### src/rtl/midori64_decrypt_if.sv
`default_nettype none
// ============================================================================
// Module      : midori64_decrypt_if
// Description : Ciphertext-in / plaintext-out valid-ready bundle for the
//               iterative Midori64 decryption core.
// Revision    : 1.0
// ============================================================================
interface midori64_decrypt_if;
  logic         in_valid;
  logic         in_ready;
  logic [63:0]  ct;
  logic [127:0] key;
  logic         out_valid;
  logic         out_ready;
  logic [63:0]  pt;

  modport master (
    output in_valid, ct, key, out_ready,
    input  in_ready, out_valid, pt
  );

  modport slave (
    input  in_valid, ct, key, out_ready,
    output in_ready, out_valid, pt
  );
endinterface
`default_nettype wire

### src/rtl/midori64_decrypt.sv
`default_nettype none
// ============================================================================
// Module      : midori64_decrypt
// Description : Round-iterative Midori64 decryptor, one inverse round per clk.
// Revision    : 1.0
// ============================================================================
module midori64_decrypt (
  input  wire logic          clk,
  input  wire logic          rst_n,
  midori64_decrypt_if.slave  bus
);

  typedef enum logic [1:0] {
    IDLE = 2'd0,
    RUN  = 2'd1,
    DONE = 2'd2
  } state_t;

  // Source cell index for each output cell of the inverse shuffle.
  localparam logic [63:0] ISH_SRC = 64'h07E9_52BC_F816_AD43;

  state_t       r_fsm, w_fsm_nxt;
  logic [63:0]  r_state, w_state_nxt;
  logic [3:0]   r_rnd, w_rnd_nxt;
  logic [127:0] r_key, w_key_nxt;
  logic [63:0]  w_wk, w_rk, w_round;

  function automatic logic [3:0] sb0(input logic [3:0] x);
    logic [3:0] y;
    case (x)
      4'h0: y = 4'hC;  4'h1: y = 4'hA;  4'h2: y = 4'hD;  4'h3: y = 4'h3;
      4'h4: y = 4'hE;  4'h5: y = 4'hB;  4'h6: y = 4'hF;  4'h7: y = 4'h7;
      4'h8: y = 4'h8;  4'h9: y = 4'h9;  4'hA: y = 4'h1;  4'hB: y = 4'h5;
      4'hC: y = 4'h0;  4'hD: y = 4'h2;  4'hE: y = 4'h4;  default: y = 4'h6;
    endcase
    return y;
  endfunction

  function automatic logic [63:0] sc(input logic [63:0] x);
    logic [63:0] y;
    for (int j = 0; j < 16; j++) y[4*j +: 4] = sb0(x[4*j +: 4]);
    return y;
  endfunction

  function automatic logic [63:0] mc(input logic [63:0] x);
    logic [63:0] y;
    logic [15:0] col;
    logic [3:0]  sum;
    for (int c = 0; c < 4; c++) begin
      col = x[63-16*c -: 16];
      sum = col[15:12] ^ col[11:8] ^ col[7:4] ^ col[3:0];
      y[63-16*c -: 16] = {sum ^ col[15:12], sum ^ col[11:8],
                          sum ^ col[7:4],   sum ^ col[3:0]};
    end
    return y;
  endfunction

  function automatic logic [63:0] ish(input logic [63:0] x);
    logic [63:0] y;
    int          src;
    for (int j = 0; j < 16; j++) begin
      src = int'(ISH_SRC[63-4*j -: 4]);
      y[63-4*j -: 4] = x[63-4*src -: 4];
    end
    return y;
  endfunction

  // Bit 15 of each constant belongs to cell s0.
  function automatic logic [15:0] beta(input logic [3:0] i);
    logic [15:0] b;
    case (i)
      4'd0:  b = 16'h15B3;  4'd1:  b = 16'h78C0;  4'd2:  b = 16'hA435;
      4'd3:  b = 16'h6213;  4'd4:  b = 16'h104F;  4'd5:  b = 16'hD170;
      4'd6:  b = 16'h0266;  4'd7:  b = 16'h0BCC;  4'd8:  b = 16'h9481;
      4'd9:  b = 16'h40B8;  4'd10: b = 16'h7197;  4'd11: b = 16'h228E;
      4'd12: b = 16'h5130;  4'd13: b = 16'hF8CA;  4'd14: b = 16'hDF90;
      default: b = 16'h0000;
    endcase
    return b;
  endfunction

  function automatic logic [63:0] spread(input logic [15:0] b);
    logic [63:0] y;
    for (int j = 0; j < 16; j++) y[63-4*j -: 4] = {3'b000, b[15-j]};
    return y;
  endfunction

  assign w_wk    = r_key[127:64] ^ r_key[63:0];
  assign w_rk    = (r_rnd[0] ? r_key[63:0] : r_key[127:64]) ^ spread(beta(r_rnd));
  assign w_round = sc(ish(mc(r_state ^ w_rk)));
  assign bus.pt  = r_state;

  always_ff @(posedge clk or negedge rst_n) begin
    if (!rst_n) begin
      r_fsm   <= IDLE;
      r_state <= 64'd0;
      r_rnd   <= 4'd0;
      r_key   <= 128'd0;
    end else begin
      r_fsm   <= w_fsm_nxt;
      r_state <= w_state_nxt;
      r_rnd   <= w_rnd_nxt;
      r_key   <= w_key_nxt;
    end
  end

  always_comb begin
    w_fsm_nxt     = r_fsm;
    w_state_nxt   = r_state;
    w_rnd_nxt     = r_rnd;
    w_key_nxt     = r_key;
    bus.in_ready  = 1'b0;
    bus.out_valid = 1'b0;
    case (r_fsm)
      IDLE: begin
        bus.in_ready = 1'b1;
        if (bus.in_valid) begin
          w_key_nxt   = bus.key;
          w_state_nxt = sc(bus.ct ^ bus.key[127:64] ^ bus.key[63:0]);
          w_rnd_nxt   = 4'd14;
          w_fsm_nxt   = RUN;
        end
      end
      RUN: begin
        if (r_rnd == 4'd0) begin
          w_state_nxt = w_round ^ w_wk;
          w_fsm_nxt   = DONE;
        end else begin
          w_state_nxt = w_round;
          w_rnd_nxt   = r_rnd - 4'd1;
        end
      end
      DONE: begin
        bus.out_valid = 1'b1;
        if (bus.out_ready) w_fsm_nxt = IDLE;
      end
      default: w_fsm_nxt = IDLE;
    endcase
  end

endmodule
`default_nettype wire

### src/flat_wrapper.sv
// flat-port wrapper written by rule: the top's interface ports become plain ports
module midori64_decrypt_flat 
  (clk, rst_n, bus_in_valid, bus_ct, bus_key, bus_out_ready, bus_in_ready, bus_out_valid, bus_pt);
  midori64_decrypt_if bus_i ();
  input  wire logic clk;
  input  wire logic rst_n;
  input wire logic [$bits(bus_i.in_valid)-1:0] bus_in_valid;
  input wire logic [$bits(bus_i.ct)-1:0] bus_ct;
  input wire logic [$bits(bus_i.key)-1:0] bus_key;
  input wire logic [$bits(bus_i.out_ready)-1:0] bus_out_ready;
  output wire logic [$bits(bus_i.in_ready)-1:0] bus_in_ready;
  output wire logic [$bits(bus_i.out_valid)-1:0] bus_out_valid;
  output wire logic [$bits(bus_i.pt)-1:0] bus_pt;
  assign bus_i.in_valid = bus_in_valid;
  assign bus_i.ct = bus_ct;
  assign bus_i.key = bus_key;
  assign bus_i.out_ready = bus_out_ready;
  assign bus_in_ready = bus_i.in_ready;
  assign bus_out_valid = bus_i.out_valid;
  assign bus_pt = bus_i.pt;
  midori64_decrypt u_core (.clk(clk), .rst_n(rst_n), .bus(bus_i));
endmodule
### config.mk
export PLATFORM = sky130hd
export DESIGN_NAME = midori64_decrypt_flat
export DESIGN_NICKNAME = d
export VERILOG_FILES = /design/src/rtl/midori64_decrypt_if.sv /design/src/rtl/midori64_decrypt.sv /design/src/flat_wrapper.sv
export SDC_FILE = /design/constraint.sdc
export NUM_CORES = 1
export LEC_CHECK = 0
export ABC_CLOCK_PERIOD_IN_PS = 3300
export CAP_MARGIN = 20
export CORE_MARGIN = 2
export CORE_UTILIZATION = 49
export DETAILED_ROUTE_END_ITERATION = 8
export PLACE_DENSITY = 0.85
export SETUP_SLACK_MARGIN = 0.15
export SYNTH_ARGS = -nofsm -noshare
export SYNTH_HDL_FRONTEND = slang
export SYNTH_SLANG_ARGS = --single-unit
### constraint.sdc
create_clock -name clk -period 3.3 [get_ports clk]
set_input_delay 0.66 -clock clk [delete_from_list [all_inputs] [get_ports clk]]
set_output_delay 0.66 -clock clk [all_outputs]
set_load 0.05 [all_outputs]
=== After elaboration in Yosys (flattened, before gate mapping) ===
Memories as Yosys holds them, arrays and structs flattened.
Cells that the tools add are included.

* Bits in registers: 198
* Bits of input ports: 196
* Memory bits (read-only): 2304
* Word-level logic and storage cells: 98
* Memories kept: 33

* Add/sub/neg operators: 1
* Bitwise logic cells: 34
* Reduce and logical (&&, ||, !) cells: 7
* Muxes and demuxes: 13
* Equal/unequal tests: 6

{| class="wikitable"
|+ Memory list
! name !! depth !! bits a word !! rd ports !! clocked after memory_dff !! write ports !! line !! RTL
|-
| (no name shown) || 16 || 16 || 1 || 0 || 0 || midori64_decrypt.sv:71 || <nowiki>case (i)</nowiki>
|-
| (no name shown) || 16 || 4 || 1 || 0 || 0 || midori64_decrypt.sv:30 || <nowiki>case (x)</nowiki>
|-
| (no name shown) || 16 || 4 || 1 || 0 || 0 || midori64_decrypt.sv:30 ||
|-
| (no name shown) || 16 || 4 || 1 || 0 || 0 || midori64_decrypt.sv:30 ||
|-
| (no name shown) || 16 || 4 || 1 || 0 || 0 || midori64_decrypt.sv:30 ||
|-
| (no name shown) || 16 || 4 || 1 || 0 || 0 || midori64_decrypt.sv:30 ||
|-
| 27 more memories || n/a || n/a || n/a || n/a || n/a || n/a ||
|}

{| class="wikitable"
|+ Operators with widths
! operator !! number
|-
| 64-bit bitwise XOR || 5
|-
| 64-bit two-way mux || 3
|-
| 64-bit case mux with 2 select lines || 1
|-
| 4-bit bitwise XOR || 28
|-
| 64-bit by 61-bit bitwise XOR with 64-bit output || 1
|-
| 4-bit two-way mux || 2
|-
| 4-bit case mux with 2 select lines || 1
|-
| 2-bit two-way mux || 3
|-
| 2-bit inequality test, second input constant || 3
|-
| 2-bit case mux with 3 select lines || 1
|-
| 3-bit AND reduction || 2
|-
| 4-bit logical NOT || 1
|-
| 2-bit AND reduction || 2
|-
| 4-bit by 1-bit subtractor with 4-bit output, second input constant || 1
|-
| 2-bit by 1-bit == test with 1-bit output, second input constant || 1
|-
| 2-bit == test, second input constant || 1
|-
| 2-bit logical NOT || 1
|-
| 1-bit two-way mux || 2
|-
| 2-bit by 1-bit inequality test with 1-bit output, second input constant || 1
|-
| 2-bit nonzero test || 1
|}

=== Longest topological paths before layout ===
Gate-level depths: netlist of run 1.
An unclocked memory read counts as a cell.

* Depth after elaboration: 11
* Mapped depth: 15

=== Worst setup path after synthesis of run 1 ===
OpenSTA, ideal clock, no wires.

* Kind: reg2reg
* Start: reg u_core.r_rnd[0]
* End: reg u_core.r_state[40] (netlist: u_core.bus.pt[40])
* Setup time: 137 ps
* Buffers on the path: 3
* Data required time: 3163 ps
* Slack: -116 ps
* Arrival time: 3279 ps
* Stages on the path, launching flop included: 14
* Cell sequence: dfrtp_1 -> buf_6 -> buf_12 -> buf_8 -> inv_1 -> ha_1 -> mux4_2 -> xnor3_1 -> xnor3_2 -> xor2_2 -> nor2_1 -> a211o_1 -> xnor2_1 -> a21oi_1

* Longest elaborated chain between the ends: 11
* Elaborated cells between the ends (all ways): 13

{| class="wikitable"
|+ Ends and longest elaborated chain
! what !! line !! RTL
|-
| from (decl) || midori64_decrypt.sv:24 || <nowiki>logic [3:0] r_rnd, w_rnd_nxt;</nowiki>
|-
| from (signal assigned) || midori64_decrypt.sv:102 || <nowiki>r_rnd <= w_rnd_nxt;</nowiki>
|-
| memory read 16 x 16 bit / 64-bit two-way mux (equally long branches) || n/a ||
|-
| 64-bit by 61-bit bitwise XOR with 64-bit output || midori64_decrypt.sv:89 || <nowiki>assign w_rk = (r_rnd[0] ? r_key[63:0] : r_key[127:64]) ^ spread(beta(r_rnd));</nowiki>
|-
| 64-bit bitwise XOR || midori64_decrypt.sv:90 || <nowiki>assign w_round = sc(ish(mc(r_state ^ w_rk)));</nowiki>
|-
| 4-bit bitwise XOR (3 in a row) || midori64_decrypt.sv:51 || <nowiki>sum = col[15:12] ^ col[11:8] ^ col[7:4] ^ col[3:0];</nowiki>
|-
| 4-bit bitwise XOR || midori64_decrypt.sv:53 || <nowiki>sum ^ col[7:4], sum ^ col[3:0]};</nowiki>
|-
| memory read 16 x 4 bit || n/a ||
|-
| 64-bit bitwise XOR || midori64_decrypt.sv:126 || <nowiki>w_state_nxt = w_round ^ w_wk;</nowiki>
|-
| 64-bit two-way mux * || midori64_decrypt.sv:125 || <nowiki>if (r_rnd == 4'd0) begin</nowiki>
|-
| 64-bit case mux with 2 select lines * || midori64_decrypt.sv:114 || <nowiki>case (r_fsm)</nowiki>
|-
| to (signal assigned) || midori64_decrypt.sv:101 || <nowiki>r_state <= w_state_nxt;</nowiki>
|-
| to (decl) || midori64_decrypt.sv:23 || <nowiki>logic [63:0] r_state, w_state_nxt;</nowiki>
|}

Mark *: on every way between the ends. The rest lies on a longest branch, timed or not.
A chain may end at the register's enable or synchronous reset.

=== Worst setup path in the final report of run 1 ===
* Start: reg u_core.r_rnd[0]
* End: reg u_core.r_state[49] (netlist: u_core.bus.pt[49])

* Longest elaborated chain between the ends: 11
* Elaborated cells between the ends (all ways): 13

{| class="wikitable"
|+ Ends and longest elaborated chain
! what !! line !! RTL
|-
| memory read 16 x 16 bit / 64-bit two-way mux (equally long branches) || n/a ||
|-
| 64-bit by 61-bit bitwise XOR with 64-bit output || midori64_decrypt.sv:89 ||
|-
| 64-bit bitwise XOR || midori64_decrypt.sv:90 ||
|-
| 4-bit bitwise XOR (3 in a row) || midori64_decrypt.sv:51 ||
|-
| 4-bit bitwise XOR || midori64_decrypt.sv:52 || <nowiki>y[63-16*c -: 16] = {sum ^ col[15:12], sum ^ col[11:8],</nowiki>
|-
| memory read 16 x 4 bit || n/a ||
|-
| 64-bit bitwise XOR || midori64_decrypt.sv:126 ||
|-
| 64-bit two-way mux * || midori64_decrypt.sv:125 ||
|-
| 64-bit case mux with 2 select lines * || midori64_decrypt.sv:114 ||
|}

Marked as above.

==> flow_summary.toml, run 1 <==
[sta]
relSlewSlack_pct = 45.82
drv_slew = 0
timing_worst_slew_pin_value_ns = 0.8128
finalCriticalPeriod_ns = 3.050
final.setup.tns_ns = 0
final.hold.worst_slack_ns = 0.2725
setup_viol_count_final = 0
timing.clock.skew_ns = 0.01456
timing.fmax_mhz = 327.9
unrepaired_setup_endpoints_after_global_routing = "yes"
period_share_pct = 92.42
hold_viol_final = 0

[cts]
clock_sinks = 198
clk_latency_worst_skew_pair_ns = 0.46
clockBufferDepth = 2
cts_root_buffer = "sky130_fd_sc_hd__clkbuf_16"
cts_tree = "yes"
cts_htree_levels = 4
clkTransAtPathRegs_ns = 0.08
cts_made_buffers = 17

[flow_run]
maxCapViolations = 0

[synth]
syn_avg_cell_area_sq_um = 8.643
yosysUniqueCellTypes = 62
synth-seq-cells = 198
largest_area_contributor_in_the_synthesized_netlist = "sky130_fd_sc_hd__dfrtp_1"
synth_largest_type_area_fraction_pct = 32.03
post-synth-top-count-cell = "sky130_fd_sc_hd__nand2_1"
synth.yosys.warnings = 0
mappedNetlistArea_sq_um = 15470
post_synth_edffs = 0
synth-seq-area-share_pct = 32.03
syn_nets = 1994
yosys_most_used_dff = "sky130_fd_sc_hd__dfrtp_1"
fraction_of_registers_with_async_set_or_reset_after_synthesis_pct = 100.0
ys_top_cells_by_area = "sky130_fd_sc_hd__dfrtp_1 (32%), sky130_fd_sc_hd__xnor2_1 (13%), sky130_fd_sc_hd__nand2_1 (11%)"
synth_top_cells_by_count = "sky130_fd_sc_hd__nand2_1 (451), sky130_fd_sc_hd__xnor2_1 (232), sky130_fd_sc_hd__dfrtp_1 (198)"
netlist_instances = 1790

[finish]
sequential_cell_area_sq_um = 4960
finish.net_count = 2237
share_of_layout_cells_above_drive_strength_1_pct = 7.869
layout-area-overhead-vs-synth_pct = 24.35
fill_cells = 2558
final_util_pct = 61.44
multi_input_comb_area_sq_um = 10060
num_antenna_cells = 0

[setup_path]
path_cells = "inv_2 > ha_2 > or2_0 > mux4_2 > xnor2_2 > xnor3_2 > maj3_2 > xnor2_1 > a21oi_1"
worst_r2r_start = "u_core.r_rnd[0]"
setup.worst_path.class = "register to register"
worstSetupEndpointType = "register"
timing.reg2reg.worst_path_depth = 9
worst_setup_path_start_kind = "register"
timing.critical_path.required_ns = 3.61
timing.critical_path.to = "u_core.bus.pt[49]"
cpPeakStageDelay_ns = 0.53
r2r_end = "u_core.bus.pt[49]"
cp_slowest_cell = "sky130_fd_sc_hd__xnor3_2"
worstPathMaxFanout = 5
rrSetupSlack_ns = 0.25
crit_arrival_ns = 3.36
critical_path.startpoint = "u_core.r_rnd[0]"

[floorplan]
floorplan.die_area_sq_um = 33010
die_y_microns = 181.7
placement_rows = 65
ioPinCount = 262
placeableCoreArea_sq_um = 31310
die_width_microns = 181.7
floorplan.initialDensity_pct = 49.41

[place]
gp_routability_congestion = 0.8824
io_buffer_count = 261
post-dp-hpwl_microns = 33130

[route]
post-route-drc-count = 0
ant_nets = 0
drt-wirelength-per-cell_microns = 18.12
route.final.wire_length_microns = 44350
routed-via-count = 13490
drtIter0Drc = 1152
post_drt_via_cell_ratio = 5.512
drt_pass1_iterations = 5

[global_route]
globalRouteOverflowTotal = 0
grt_start_max_net_pins = 94
antenna_violations_before_repair = 0
first_global_vias = 13230
global_route.usage.total_pct = 26.76
grt_pass1_wl_microns = 69810

[run_status]
status = "completed"

[min_path]
worst_hold_path_type = "input port to async pin"
[stage by stage]
step / cell area [sq um] / instances / setup WS (ns)
floorplan: 15500 / 1790 / 0.1672
global placement: 18620 / 2415 / 0.3131
detailed placement: 18620 / 2415 / 0.2362
CTS: 19210 / 2447 / 0.2219
global route: 19240 / 2448 / 0.1098
finish: 19240 / 2448 / 0.2500
[critical path: cells and delay by family (launching register included)]
family / cells / cell delay (ns)
AOI/OAI and AO/OA: 1 / 0.10
muxes: 1 / 0.50
and+or+nand+nor: 1 / 0.24
xor gates and xnor gates: 3 / 0.96
DFF: 1 / 0.48
adders and majority gates: 2 / 0.56
buffers and inverters: 1 / 0.08
[logic make-up (layout without fill, tap and decap cells)]
logic type	count (synthesis)	count (layout)	synth area share, %
compound gates	308	308	12.05
xor+xnor	444	444	28.99
fa+ha+maj	35	35	2.442
buf+inv	116	372	3.437
flops	198	198	32.03
mux	79	79	5.677
simple gates	610	610	15.37
[state kept, by name, indices dropped and copies added (netlist names)]
name           count
u_core.r_rnd       4
u_core.r_fsm       2
u_core.bus.pt     64
u_core.r_key     128
[routing by layer]
metal	track usage (%)	share of wire [%]	up-vias	routed length [microns]
met4	11.06	3.4	0	1527
met1	34.48	42	6443	18420
met2	44.03	47	548	21050
met5	0	0	-	0
li1	-	-	6406	-
met3	5.515	7.6	96	3352
[placed cells by master (no fill, tap or decap), types with 7 or more instances in the layout]
cell / count
sky130_fd_sc_hd__clkbuf_16: 17
sky130_fd_sc_hd__nor2_1: 115
sky130_fd_sc_hd__dfrtp_1: 196
sky130_fd_sc_hd__xnor2_2: 29
sky130_fd_sc_hd__xnor2_1: 230
sky130_fd_sc_hd__xnor3_1: 9
sky130_fd_sc_hd__xor2_1: 149
sky130_fd_sc_hd__a21oi_1: 121
sky130_fd_sc_hd__buf_4: 29
sky130_fd_sc_hd__o21ai_1: 14
sky130_fd_sc_hd__clkdlybuf4s50_1: 260
sky130_fd_sc_hd__inv_1: 37
sky130_fd_sc_hd__buf_12: 7
sky130_fd_sc_hd__nand2_1: 450
sky130_fd_sc_hd__o21ai_0: 49
sky130_fd_sc_hd__nor3_1: 21
sky130_fd_sc_hd__xor2_2: 17
sky130_fd_sc_hd__maj3_1: 20
sky130_fd_sc_hd__o22ai_1: 25
sky130_fd_sc_hd__mux2i_1: 66
sky130_fd_sc_hd__maj3_2: 7
sky130_fd_sc_hd__a211oi_1: 51
sky130_fd_sc_hd__a221o_1: 12
[how the worst min path moves through the flow]
stage,depth (start not counted),slack (ns),from,endpoint
after floorplan,0,0.36,rst_n,u_core.bus.pt[0]
after global placement,2,0.50,u_core.r_key[69],u_core.r_key[69]
after detailed placement,2,0.51,u_core.r_key[47],u_core.r_key[47]
after CTS,1,0.31,rst_n,u_core.bus.pt[11]
after global routing,1,0.33,rst_n,u_core.bus.pt[11]
final,1,0.27,rst_n,u_core.bus.pt[11]
[layout make-up]
class,instances,share of cell area (%)
multi-input cells,1476,52.27
flip-flops and latches,198,25.78
repair buffers,297,15.46
well taps,402,2.614
clock buffers,17,2.211
inverters,43,0.8390
clock inverters,15,0.8260
[repair_timing]
item	4_1_cts	5_1_grt
hold buffers	0	0
setup endpoints to repair	0	13
resized for setup	0	6
buffers inserted	0	1
Power of run 1 is not shown: default switching activity piles up to over one toggle a cycle in this logic, so the estimate is an artifact.
==> run 2, diff against run 1 <==
--- a/config.mk
+++ b/config.mk
@@ -12,6 +12,7 @@
 export DETAILED_ROUTE_END_ITERATION = 8
 export PLACE_DENSITY = 0.85
 export SETUP_SLACK_MARGIN = 0.15
+export SLEW_MARGIN = 20
 export SYNTH_ARGS = -nofsm -noshare
 export SYNTH_HDL_FRONTEND = slang
 export SYNTH_SLANG_ARGS = --single-unit
==> results of run 2 <==
Final layout, timing and power as in run 1 (identical DEF).
Power of run 2 is left out for the same reason.
==> run 3, diff against run 2 <==
--- a/config.mk
+++ b/config.mk
@@ -12,7 +12,6 @@
 export DETAILED_ROUTE_END_ITERATION = 8
 export PLACE_DENSITY = 0.85
 export SETUP_SLACK_MARGIN = 0.15
-export SLEW_MARGIN = 20
 export SYNTH_ARGS = -nofsm -noshare
 export SYNTH_HDL_FRONTEND = slang
 export SYNTH_SLANG_ARGS = --single-unit
==> results of run 3 <==
Final layout, timing and power as in run 1 (identical DEF).
Power of run 3 is left out for the same reason.
